--- src/rtl/tmr0_timer.sv ---
// tmr0_timer: PIC16C5x Timer0, 8-bit counter with programmable prescaler and T0CKI sync
module tmr0_timer #(
   parameter int DATA_WIDTH = 8,
   parameter int PRESCALE_WIDTH = 8
) (
   input  logic                  clk,
   input  logic                  rst,
   input  logic                  optionWrite,
   input  logic [5:0]            optionIn,
   input  logic                  tmrWrite,
   input  logic [DATA_WIDTH-1:0] writeDataIn,
   input  logic                  t0ckiIn,
   output logic [DATA_WIDTH-1:0] tmr0Out,
   output logic [5:0]            optionOut,
   output logic                  overflowOut
);
   logic s1, s2, s3;
   logic [PRESCALE_WIDTH-1:0] prescaler, prescMask;
   logic [1:0] inhibit;
   logic srcEvent, cntEvent, tick;
   // event source select, write-inhibit gating and prescaler tap (old OPTION applies this cycle)
   always_comb begin
      srcEvent  = optionOut[5] ? (optionOut[4] ? (~s2 & s3) : (s2 & ~s3)) : 1'b1;
      cntEvent  = srcEvent & (inhibit == 2'd0);
      prescMask = ~({PRESCALE_WIDTH{1'b1}} << ({1'b0, optionOut[2:0]} + 4'd1));
      tick      = cntEvent & (optionOut[3] | ((prescaler & prescMask) == prescMask));
   end
   // two-flop synchronizer plus edge history; runs regardless of T0CS
   always_ff @(posedge clk or negedge rst) begin
      if (!rst) begin
         s1 <= 1'b0;
         s2 <= 1'b0;
         s3 <= 1'b0;
      end else begin
         s1 <= t0ckiIn;
         s2 <= s1;
         s3 <= s2;
      end
   end
   // OPTION register
   always_ff @(posedge clk or negedge rst) begin
      if (!rst) optionOut <= 6'b111111;
      else optionOut <= optionWrite ? optionIn : optionOut;
   end
   // prescaler: cleared by either write or while bypassed, otherwise counts accepted events
   always_ff @(posedge clk or negedge rst) begin
      if (!rst) prescaler <= '0;
      else prescaler <= (optionWrite | tmrWrite | optionOut[3]) ? '0 :
                        cntEvent ? prescaler + PRESCALE_WIDTH'(1) : prescaler;
   end
   // inhibit window: events after a TMR0 write are dropped for two cycles
   always_ff @(posedge clk or negedge rst) begin
      if (!rst) inhibit <= 2'd0;
      else inhibit <= tmrWrite ? 2'd2 : (inhibit != 2'd0) ? inhibit - 2'd1 : 2'd0;
   end
   // counter and overflow pulse; a write overrides any tick in the same cycle
   always_ff @(posedge clk or negedge rst) begin
      if (!rst) begin
         tmr0Out     <= '0;
         overflowOut <= 1'b0;
      end else begin
         tmr0Out     <= tmrWrite ? writeDataIn : tick ? tmr0Out + DATA_WIDTH'(1) : tmr0Out;
         overflowOut <= tick & ~tmrWrite & (&tmr0Out);
      end
   end
endmodule

--- config.mk ---
export PLATFORM = sky130hd
export DESIGN_NAME = tmr0_timer
export DESIGN_NICKNAME = d
export VERILOG_FILES = /design/src/rtl/tmr0_timer.sv
export SDC_FILE = /design/constraint.sdc
export NUM_CORES = 1
export LEC_CHECK = 0
export CELL_PAD_IN_SITES_DETAIL_PLACEMENT = 1
export CELL_PAD_IN_SITES_GLOBAL_PLACEMENT = 2
export CORE_MARGIN = 1.5
export CORE_UTILIZATION = 32
export CTS_BUF_LIST = sky130_fd_sc_hd__clkbuf_2 sky130_fd_sc_hd__clkbuf_4 sky130_fd_sc_hd__clkbuf_8
export CTS_CLUSTER_SIZE = 24
export DETAILED_ROUTE_END_ITERATION = 10
export PLACE_DENSITY = 0.82
export SLEW_MARGIN = 20
export SYNTH_ARGS = -nofsm -noshare
export SYNTH_HDL_FRONTEND = slang
export SYNTH_SLANG_ARGS = --single-unit
--- constraint.sdc ---
create_clock -name clk -period 2.91 [get_ports clk]
set_input_delay 0.4365 -clock clk [delete_from_list [all_inputs] [get_ports clk]]
set_output_delay 0.4365 -clock clk [all_outputs]
set_load 0.005 [all_outputs]
* Yosys cells after proc, flatten, opt, wreduce, memory -nomap -nowiden *
Index checks and enable logic that the tools add are counted.

storage, ports and cells
  bits in registers = 28
  input bits = 19
  output and inout bits = 15
  logic and storage cells = 41

operators by class
  add/subtract/negate cells = 4
  equality and inequality tests = 1
  shift-type cells = 1
  mux-type cells = 8
  bitwise operators = 14
  reductions and logical operators = 5

operators by type and width
  operator                                                            number
  8-bit 2-to-1 mux                                                    4
  8-bit by 1-bit adder with 8-bit output, second input constant       2
  8-bit AND                                                           1
  8-bit == test                                                       1
  8-bit NOT                                                           1
  8-bit AND reduction                                                 1
  8-bit by 4-bit left shift with 8-bit output, first input constant   1
  1-bit AND                                                           6
  2-bit nonzero test                                                  3
  3-bit by 1-bit adder with 4-bit output, second input constant       1
  2-bit 2-to-1 mux                                                    2
  1-bit NOT                                                           3
  1-bit OR                                                            3
  2-bit logical NOT                                                   1
  1-bit 2-to-1 mux                                                    2
  2-bit by 1-bit subtractor with 2-bit output, second input constant  1

* Longest topological paths before layout *
  depth in word-level cells = 9
  mapped depth = 7
  mapped depth without buffers = 6

* Least setup slack after synthesis *
Ideal clock, no wire load.

  path type = reg2reg
  start point = register optionOut[1]
  end point = register tmr0Out[2]
  setup time = 126 ps
  arrival = 1977 ps
  required time = 2784 ps
  path slack = 807 ps
  cell stages (with the launch flop) = 8
  path buffers = 1
  period minus slack after synthesis = 2103 ps
  path through = dfstp_2 ha_1 and2b_2 o311ai_0 o21a_1 buf_6 a311oi_1 a221o_1

between the ends
  word-level cells in the longest chain between the ends = 8

RTL lines
  item                                           line  RTL
  start, declared                                14    output logic [5:0] optionOut,
  start signal, assigned                         43    else optionOut <= optionWrite ? optionIn : optionOut;
  3-bit by 1-bit adder with 4-bit output *       25    prescMask = ~({PRESCALE_WIDTH{1'b1}} << ({1'b0, optionOut[2:0]} + 4'd1));
  8-bit by 4-bit left shift with 8-bit output *  25
  8-bit NOT *                                    25
  8-bit AND                                      26    tick = cntEvent & (optionOut[3] | ((prescaler & prescMask) == prescMask));
  8-bit == test *                                26
  1-bit OR *                                     26
  1-bit AND *                                    26
  2-bit nonzero test (no line) *                 --
  end signal, assigned                           62    tmr0Out <= tmrWrite ? writeDataIn : tick ? tmr0Out + DATA_WIDTH'(1) : tmr0Out;
  end, declared                                  13    output logic [DATA_WIDTH-1:0] tmr0Out,

Every way passes the cells marked *; elsewhere a longest branch is shown, timed or not.
A chain may end at the register's enable or synchronous reset.

* Worst setup path in the final report *
  start point = register optionOut[1]
  end point = register tmr0Out[1]

The elaborated chain is that of the path after synthesis.

==> out/metrics.cfg <==
[setup_path]
reg2reg_from=optionOut[1]
reg2reg_to=tmr0Out[1]
crit_type=register to register
cp-start-kind=register
cp_slowest_cell=dfstp_2
crit_chain=ha_1 -> and2b_2 -> o311ai_0 -> o21a_1 -> a21oi_1 -> a221o_1
endpoint_kind=register
cp_top_family=compound AO/OA/AOI/OAI gates
worstPathMaxFanout=9
crit_arrival_ns=2.58
required_ns=3.09
r2r_cells=6
reg2reg_setup_slack_ns=0.51
path_buf_inv=0
critPathMaxStageDelay_ns=0.61

[logic_synthesis]
synth_edf_count=0
syn-cell-area_um2=1559
ys_types=45
ys.flop_type=dfrtp_1
netlist_instances=152
synth_warnings=0
ys_seq_area_share_pct=45.43
async_flop_share_pct=100.0
yosysTopAreaCellShare_pct=35.31
syn_area_per_cell_um2=10.26
ys_ff_latch=28
yosysTopAreaCell=dfrtp_1
synth_nets=175
yosys-top-cells-area=dfrtp_1, dfstp_2, nor2_1

[placed_design]
gp_congestion=0.8081
io_buffers=33
hpwlAfterDp_um=2880

[clock_tree]
clk_latency_ns=0.28
cts_resized=0
htreeDepth=1
clock_sinks=28
cts_root_buffer=clkbuf_8
cts_hold_buf=0
numCtsBuffers=3
clockBufferDepth=2
clkTransAtPathRegs_ns=0.11
tritoncts=yes
post_cts_buffers=0

[sta]
max_freq_mhz=416.7
hold_viol_final=0
fin_hold_ws_ns=0.3614
maxSlewHeadroom_pct=60.68
rsz0062_at_grt=no
tns_ns=0
period_minus_slack_ns=2.400
slew_violations=0
setup_violations=0
tightestPinTransition_ns=0.5877
finalClockSkew_ns=0.01479
fin_crit_sh_pct=82.46

[cells_and_area]
multi_input_area_um2=767.0
diodes=0
syn_to_final_growth_pct=28.65
drive_gt1_share_pct=13.04
nFillCells=542
nets=208
seq_area_um2=708.2

[grt]
grt_max_degree=32
top_usage_layer=met2
grt_usage_pct=16.19
use_met1_pct=21.27
grt_pass1_wl_um=6755
antenna_found_initial=0
use_met2_pct=28.13
overflow=0
grt_pass1_vias=1443
use_met3_pct=2.348

[detailed_routing]
viasPerCell=5.068
vias=1272
drtIter0Drc=52
wirelength_um=3876
drtPass1Iterations=4
wl_per_cell_um=15.44
ant_nets=0
route.detailed.drc=0

[worst_hold_path]
hp-start=s1
hold_path_class=register to register
min_delay_path_depth=0
hold_path_end=s2

[floorplan]
coreArea_um2=4723
dieHeight_um=72.80
die_x_um=72.80
fp.dieArea_um2=5300
pin_count=34
rows=25
start_util_pct=33.01

[run_status]
status=finished, final reports clean

[pwr]
ir_worst_vdd_mv=0.1815
power_w=0.0009775
p_leak_nw=0.8028
p_per_area_nw_per_um2=487.4

[job]
cap_violations=0

logic make-up (layout without fill, tap and decap cells):
group | Yosys count | after routing | synth area share (%)
flip-flops | 28 | 28 | 45.43
multiplexers | 6 | 6 | 4.253
adder cells (fa/ha/maj) | 4 | 4 | 3.210
XOR/XNOR | 7 | 7 | 3.933
AND/OR/NAND/NOR | 63 | 63 | 21.51
buffers and inverters | 15 | 47 | 5.377
AO/OA/AOI/OAI | 29 | 29 | 16.29
cells in the mapped netlist, drive strengths merged, types with 2 or more instances:
| cell | number |
|---|---|
| a21o | 2 |
| a21oi | 4 |
| a221o | 3 |
| a311oi | 2 |
| and2 | 3 |
| and3 | 3 |
| buf | 4 |
| clkbuf | 2 |
| dfrtp | 22 |
| dfstp | 6 |
| ha | 4 |
| inv | 8 |
| mux2 | 5 |
| nand2 | 7 |
| nand2b | 3 |
| nand3 | 6 |
| nand3b | 2 |
| nand4 | 7 |
| nor2 | 18 |
| nor2b | 2 |
| nor3 | 2 |
| nor4 | 5 |
| o21a | 2 |
| o21ai | 4 |
| o311ai | 5 |
| xor2 | 6 |
layout make-up:
cell class / instances / area share, %
Multi-Input combinational cell: 109 / 38.24
Inverter: 8 / 1.497
Sequential cell: 28 / 35.31
Tap cell: 67 / 4.180
Timing Repair Buffer: 35 / 17.22
Clock buffer: 3 / 2.059
Clock inverter: 1 / 1.497
per-layer routing:
| metal | part of all wire (%) | wire [um] | up-vias |
|---|---|---|---|
| li1 | - | - | 613 |
| met1 | 45 | 1727 | 636 |
| met2 | 52 | 2017 | 21 |
| met3 | 2.8 | 108 | 2 |
| met4 | 0.59 | 23 | 0 |
| met5 | 0 | 0 | - |
worst register-to-register path, cell delays in order (launching register included):
cell and delay (ns):
dfstp_2 0.61, ha_1 0.26, and2b_2 0.20, o311ai_0 0.42
o21a_1 0.37, a21oi_1 0.14, a221o_1 0.30
stage by stage:
step	utilization [%]	instance area (um^2)	instances	worst slack [ns]
finish	42.46	2006	251	0.5103
global route	42.46	2006	251	0.3253
CTS	42.46	2006	251	0.5370
detailed placement	40.95	1934	247	0.5609
global placement	40.95	1934	247	0.5870
floorplan	-	1559	152	0.8074
cells in the final DEF, fill, tap and decap left out, types with 3 or more instances in the layout:
master and instances:
dfstp_2 6, xor2_1 6, a221o_1 3, nor4_1 5, mux2_2 5, o21ai_0 4, and2_1 3, ha_1 4
inv_1 8, nand3_1 6, nand2b_1 3, nand2_1 7, nor2_1 18, dfrtp_1 22, clkdlybuf4s50_1 33, a21oi_1 4
o311ai_0 3, clkbuf_8 3, nand4_1 7
power breakdown:
group          total (W)  internal, W  switching, W
sequential      0.000458     0.000422     0.0000359
clock           0.000315     0.000184      0.000131
combinational   0.000205     0.000111     0.0000941
flip-flops by register name, summed over array words and instances, names as in the netlist:
signal,count
s3,1
inhibit,2
overflowOut,1
tmr0Out,8
prescaler,8
optionOut,6
s2,1
s1,1
worst max-delay path by stage:
stage,endpoint,cells after the start,startpoint
2_1_floorplan,tmr0Out[2],7,optionOut[1]
3_3_place_gp,tmr0Out[2],6,optionOut[1]
3_5_place_dp,tmr0Out[1],6,optionOut[1]
4_1_cts,tmr0Out[1],6,optionOut[1]
5_1_grt,tmr0Out[2],6,optionOut[1]
6_report,tmr0Out[1],6,optionOut[1]
Note: power is estimated with default switching activity, not from simulation.
==> RTL change 1 (same flow settings) <==
Set the parameter `DATA_WIDTH` to 7 (it was 8).
--- a/src/rtl/tmr0_timer.sv
+++ b/src/rtl/tmr0_timer.sv
@@ -2,3 +2,3 @@
 module tmr0_timer #(
-   parameter int DATA_WIDTH = 8,
+   parameter int DATA_WIDTH = 7,
    parameter int PRESCALE_WIDTH = 8
Interface: changed (resized tmr0Out and writeDataIn); port bits go from 34 to 32. The function was not compared with the original's and may differ.
==> RTL change 1 against the unedited design <==
- worst setup slack improved by 0.066 ns
- routed wire length fell by 11%
- sequential cell count fell by 1
- power fell by 14%
- synthesized cell count fell by 11%
- final area fell by 8.3%
- area after synthesis fell by 8.1%
- core utilization rose by 0.071 points
- critical path type unchanged
- largest power group unchanged
- highest routed layer unchanged
==> RTL change 1: results <==
[synthesis]
ys_types = 40
synth_cells = 135
synth_compound_area_frac = 0.164
synth.mux.area_fraction = 0.0463
synthTopCellsByCount = "dfrtp_1, nor2_1, nand3_1"
synth_xor_area_frac = 0.0367
syn_nets = 158
ys_top_cells_by_area = "dfrtp_1, dfstp_2, ha_1"

[global_routing]
grt_pass1_vias = 1291
grt_pass1_wl_mm = 6.09
grtUsageTotal = 0.154
grt_max_degree = 28

[place]
dpl_cell_area_um2 = 1790
place_inst = 216
place_congestion = 0.779
post-dp-hpwl_mm = 2.54

[layout]
nets = 192
drive_gt1_frac = 0.131
reg.largest.list = "prescaler (8), tmr0Out (7), optionOut (6)"

[pwr]
peakVddDrop_mv = 0.219
switchingPower_uw = 234

[worst_setup_path]
cp_data_arrival_time_ns = 2.51
ff2ff_setup_slack_ns = 0.58
reg2reg_from = "optionOut[0]"
reg2reg_to = "tmr0Out[3]"

[route]
vias = 1191
viasPerCell = 5.41
first_iter_violations = 43

[status]
outcome = "complete, no violations"

[timing]
fin_worst_skew_ns = 0.00857
[RTL change 1: cell types whose count changed in the layout (fill, tap and decap cells not counted), sizes merged, moves of 3 or more]
cell / before / now
nor2: 18 / 10
inv: 8 / 3
o311ai: 5 / 0
o31a: 0 / 5
a31oi: 0 / 3
nand3: 6 / 9
nand4: 7 / 4
o21ai: 4 / 7
xor2: 6 / 3
[RTL change 1: worst max-delay path by stage]
stage                       from          to  slack, ns  cells after the start
CTS                 optionOut[0]  tmr0Out[4]       0.57                      7
global route        optionOut[0]  tmr0Out[0]       0.44                      7
global placement    optionOut[0]  tmr0Out[4]       0.66                      7
floorplan           optionOut[0]  tmr0Out[3]       0.75                      7
finish              optionOut[0]  tmr0Out[3]       0.58                      7
detailed placement  optionOut[0]  tmr0Out[4]       0.62                      7
[RTL change 1: logic make-up after synthesis]
group,Yosys count
AO/OA/AOI/OAI,31
buffers and inverters,7
multiplexers,6
AND/OR/NAND/NOR,53
XOR/XNOR,6
adder cells (fa/ha/maj),5
flip-flops,27
[RTL change 1: per-stage QoR]
stage	hold slack, ns	setup WS, ns
after global placement	0.338	0.664
after detailed placement	0.344	0.620
after CTS	0.368	0.566
after floorplan	0.141	0.754
final	0.365	0.576
after global routing	0.368	0.442
[RTL change 1: routing by layer]
metal | up-vias | global-route usage | routed length, um
met4 | 0 | 0.0385 | 36
met2 | 19 | 0.276 | 1790
met1 | 608 | 0.193 | 1540
met3 | 4 | 0.0260 | 101
li1 | 560 | - | -
met5 | - | 0 | 0
[RTL change 1: cell type report]
| class | instances | area, um^2 |
|---|---|---|
| Clock buffer | 3 | 41.3 |
| Clock inverter | 1 | 5.00 |
| Fill cell | 499 | 2480 |
| Inverter | 3 | 11.3 |
| Multi-Input combinational cell | 101 | 708 |
| Sequential cell | 27 | 683 |
| Tap cell | 52 | 65.1 |
| Timing Repair Buffer | 33 | 325 |
[RTL change 1: worst max-delay path: stages, from the launching register on]
cell and delay [ns]:
dfstp_2 0.58, inv_1 0.07, ha_1 0.30, o22ai_1 0.08
o31a_1 0.31, o21a_1 0.29, o31a_1 0.34, o31a_1 0.27
[RTL change 1: power groups by stage]
stage | logic, mW | clock network, mW | registers [mW]
after global placement | 0.177 | 0 | 0.446
final | 0.182 | 0.216 | 0.442
after CTS | 0.185 | 0.230 | 0.442
after detailed placement | 0.183 | 0 | 0.449
after global routing | 0.200 | 0.236 | 0.448
after floorplan | 0.0886 | 0 | 0.443
==> RTL change 2 (same settings) <==
Made on the original files. Reset style: synchronous (`rst`), changed in 5 clocked blocks.
--- a/src/rtl/tmr0_timer.sv
+++ b/src/rtl/tmr0_timer.sv
@@ -28,3 +28,3 @@
    // two-flop synchronizer plus edge history; runs regardless of T0CS
-   always_ff @(posedge clk or negedge rst) begin
+   always_ff @(posedge clk) begin
       if (!rst) begin
@@ -40,3 +40,3 @@
    // OPTION register
-   always_ff @(posedge clk or negedge rst) begin
+   always_ff @(posedge clk) begin
       if (!rst) optionOut <= 6'b111111;
@@ -45,3 +45,3 @@
    // prescaler: cleared by either write or while bypassed, otherwise counts accepted events
-   always_ff @(posedge clk or negedge rst) begin
+   always_ff @(posedge clk) begin
       if (!rst) prescaler <= '0;
@@ -51,3 +51,3 @@
    // inhibit window: events after a TMR0 write are dropped for two cycles
-   always_ff @(posedge clk or negedge rst) begin
+   always_ff @(posedge clk) begin
       if (!rst) inhibit <= 2'd0;
@@ -56,3 +56,3 @@
    // counter and overflow pulse; a write overrides any tick in the same cycle
-   always_ff @(posedge clk or negedge rst) begin
+   always_ff @(posedge clk) begin
       if (!rst) begin
Behaviour: differs if rst is asserted again (counterexample within 4 cycles, from zero or initial values and one cycle with rst low); with rst held inactive, the same outputs for 10 cycles.
==> RTL change 2 against the unedited design <==
- clock skew decreased by 0.0067 ns
- worst setup slack improved by 0.033 ns
- routed wire length increased by 9.6%
- non-clock buffer count unchanged
- area after synthesis decreased by 3.4%
- sequential cell count unchanged
- final area decreased by 2.3%
- final cell count increased by 2.0%
- power decreased by 10%
- global-route usage increased by 1.7 points
- critical path type unchanged
- largest cell class unchanged
- largest power group unchanged
- highest routed layer unchanged
==> RTL change 2: results <==
[layout]
nets = 229
drive_gt1_frac = 0.103
n_fill_cell = 529
insertedDiodeCount = 0
reg.largest.list = "prescaler (8), tmr0Out (8), optionOut (6)"

[global_routing]
grtUsageTotal = 0.179
grt_pass1_wl_mm = 7.29
grt_max_degree = 17
grt_antenna_before_repair = 0
grt_pass1_vias = 1479

[clocking]
cts_resized = 0
cts_buffers = 3
cts_buffer_depth = 2
ctsHtreeMaxLevel = 1
clockRootBuffer = "clkbuf_8"
cts-hold-fix-buffers = 0
path_clk_slew_ns = 0.11

[synthesis]
ys_types = 49
synth_xor_area_frac = 0.0349
synth.mux.area_fraction = 0.0266
postSynth.asyncResetShare = 0
yosys_warnings = 0
synth_ff_type = "dfxtp_1"
synth_compound_area_frac = 0.184
syn_nets = 196
syn-mean-instance-area_um2 = 8.76
synth_adder_area_share = 0.0415
ys_top_cells_by_area = "dfxtp_1, ha_1, nand2_1"
synthTopCellsByCount = "dfxtp_1, nand2_1, nor2_1"
synth_seq_area_share = 0.372

[worst_setup_path]
ff2ff_setup_slack_ns = 0.54
reg2reg_to = "tmr0Out[1]"
crit_start = "optionOut[0]"
critPathMaxStageDelay_ns = 0.50
rr_worst_depth = 8
cp_data_arrival_time_ns = 2.58
crit_fanout = 8
crit_slowest_cell = "or3b_2"
worstSetupEndpointType = "flop"
critPathTopFamily = "compound AO/OA/AOI/OAI gates"

[place]
portBuffers = 33
place_inst = 252
place_congestion = 0.854
pre_cts_ws_ns = 0.616
post-dp-hpwl_mm = 3.16
dpl_cell_area_um2 = 1890

[route]
post_drt_wl_per_cell_um = 16.6
routed_wl_mm = 4.25
vias = 1398
first_iter_violations = 17

[pwr]
power_leakage_nw = 0.750
peakVddDrop_mv = 0.252
swShare = 0.245

[timing]
fin_worst_skew_ns = 0.00811
period_minus_slack_ns = 2.37
holdWs_ns = 0.445
tightest_slew_ns = 0.601

[status]
outcome = "complete, no violations"
-- RTL change 2: changes by cell type after synthesis, sizes merged, moves of 5 or more --
cell | before | now
dfstp | 6 | 0
o311ai | 5 | 0
o21ai | 4 | 11
mux2 | 5 | 0
nand2 | 7 | 16
dfrtp | 22 | 0
dfxtp | 0 | 28
nor3 | 2 | 9
-- RTL change 2: cells by family after synthesis --
family,count (synthesis)
AND/OR/NAND/NOR,80
AO/OA/AOI/OAI,38
flip-flops,28
buffers and inverters,11
XOR/XNOR,6
adder cells (fa/ha/maj),5
multiplexers,4
-- RTL change 2: power groups by stage --
stage          registers [mW]  logic [mW]  clock network (mW)
6_report                0.420       0.142               0.315
4_1_cts                 0.420       0.144               0.324
3_5_place_dp            0.429       0.141                   0
5_1_grt                 0.424       0.157               0.341
3_3_place_gp            0.427       0.138                   0
2_1_floorplan           0.425      0.0718                   0
-- RTL change 2: per-layer routing --
metal | up-vias | wire length, um | global-route usage
li1 | 691 | - | -
met1 | 685 | 1920 | 0.222
met2 | 16 | 2200 | 0.318
met3 | 6 | 85 | 0.0366
met4 | 0 | 40 | 0.0398
met5 | - | 0 | 0
-- RTL change 2: worst min-delay path by stage --
stage | from | end | depth (start not counted)
6_report | s1 | s2 | 1
4_1_cts | s1 | s2 | 1
3_3_place_gp | s1 | s2 | 1
2_1_floorplan | s1 | s2 | 1
5_1_grt | s1 | s2 | 1
3_5_place_dp | s1 | s2 | 1
-- RTL change 2: layout make-up --
cell class	instances	area, um^2	area share
clock buffer	3	41.3	0.0211
tap	52	65.1	0.0332
multi-input combinational	133	902	0.460
timing repair buffer	35	345	0.176
inverter	4	15.0	0.00766
clock inverter	1	30.0	0.0153
sequential	28	561	0.286
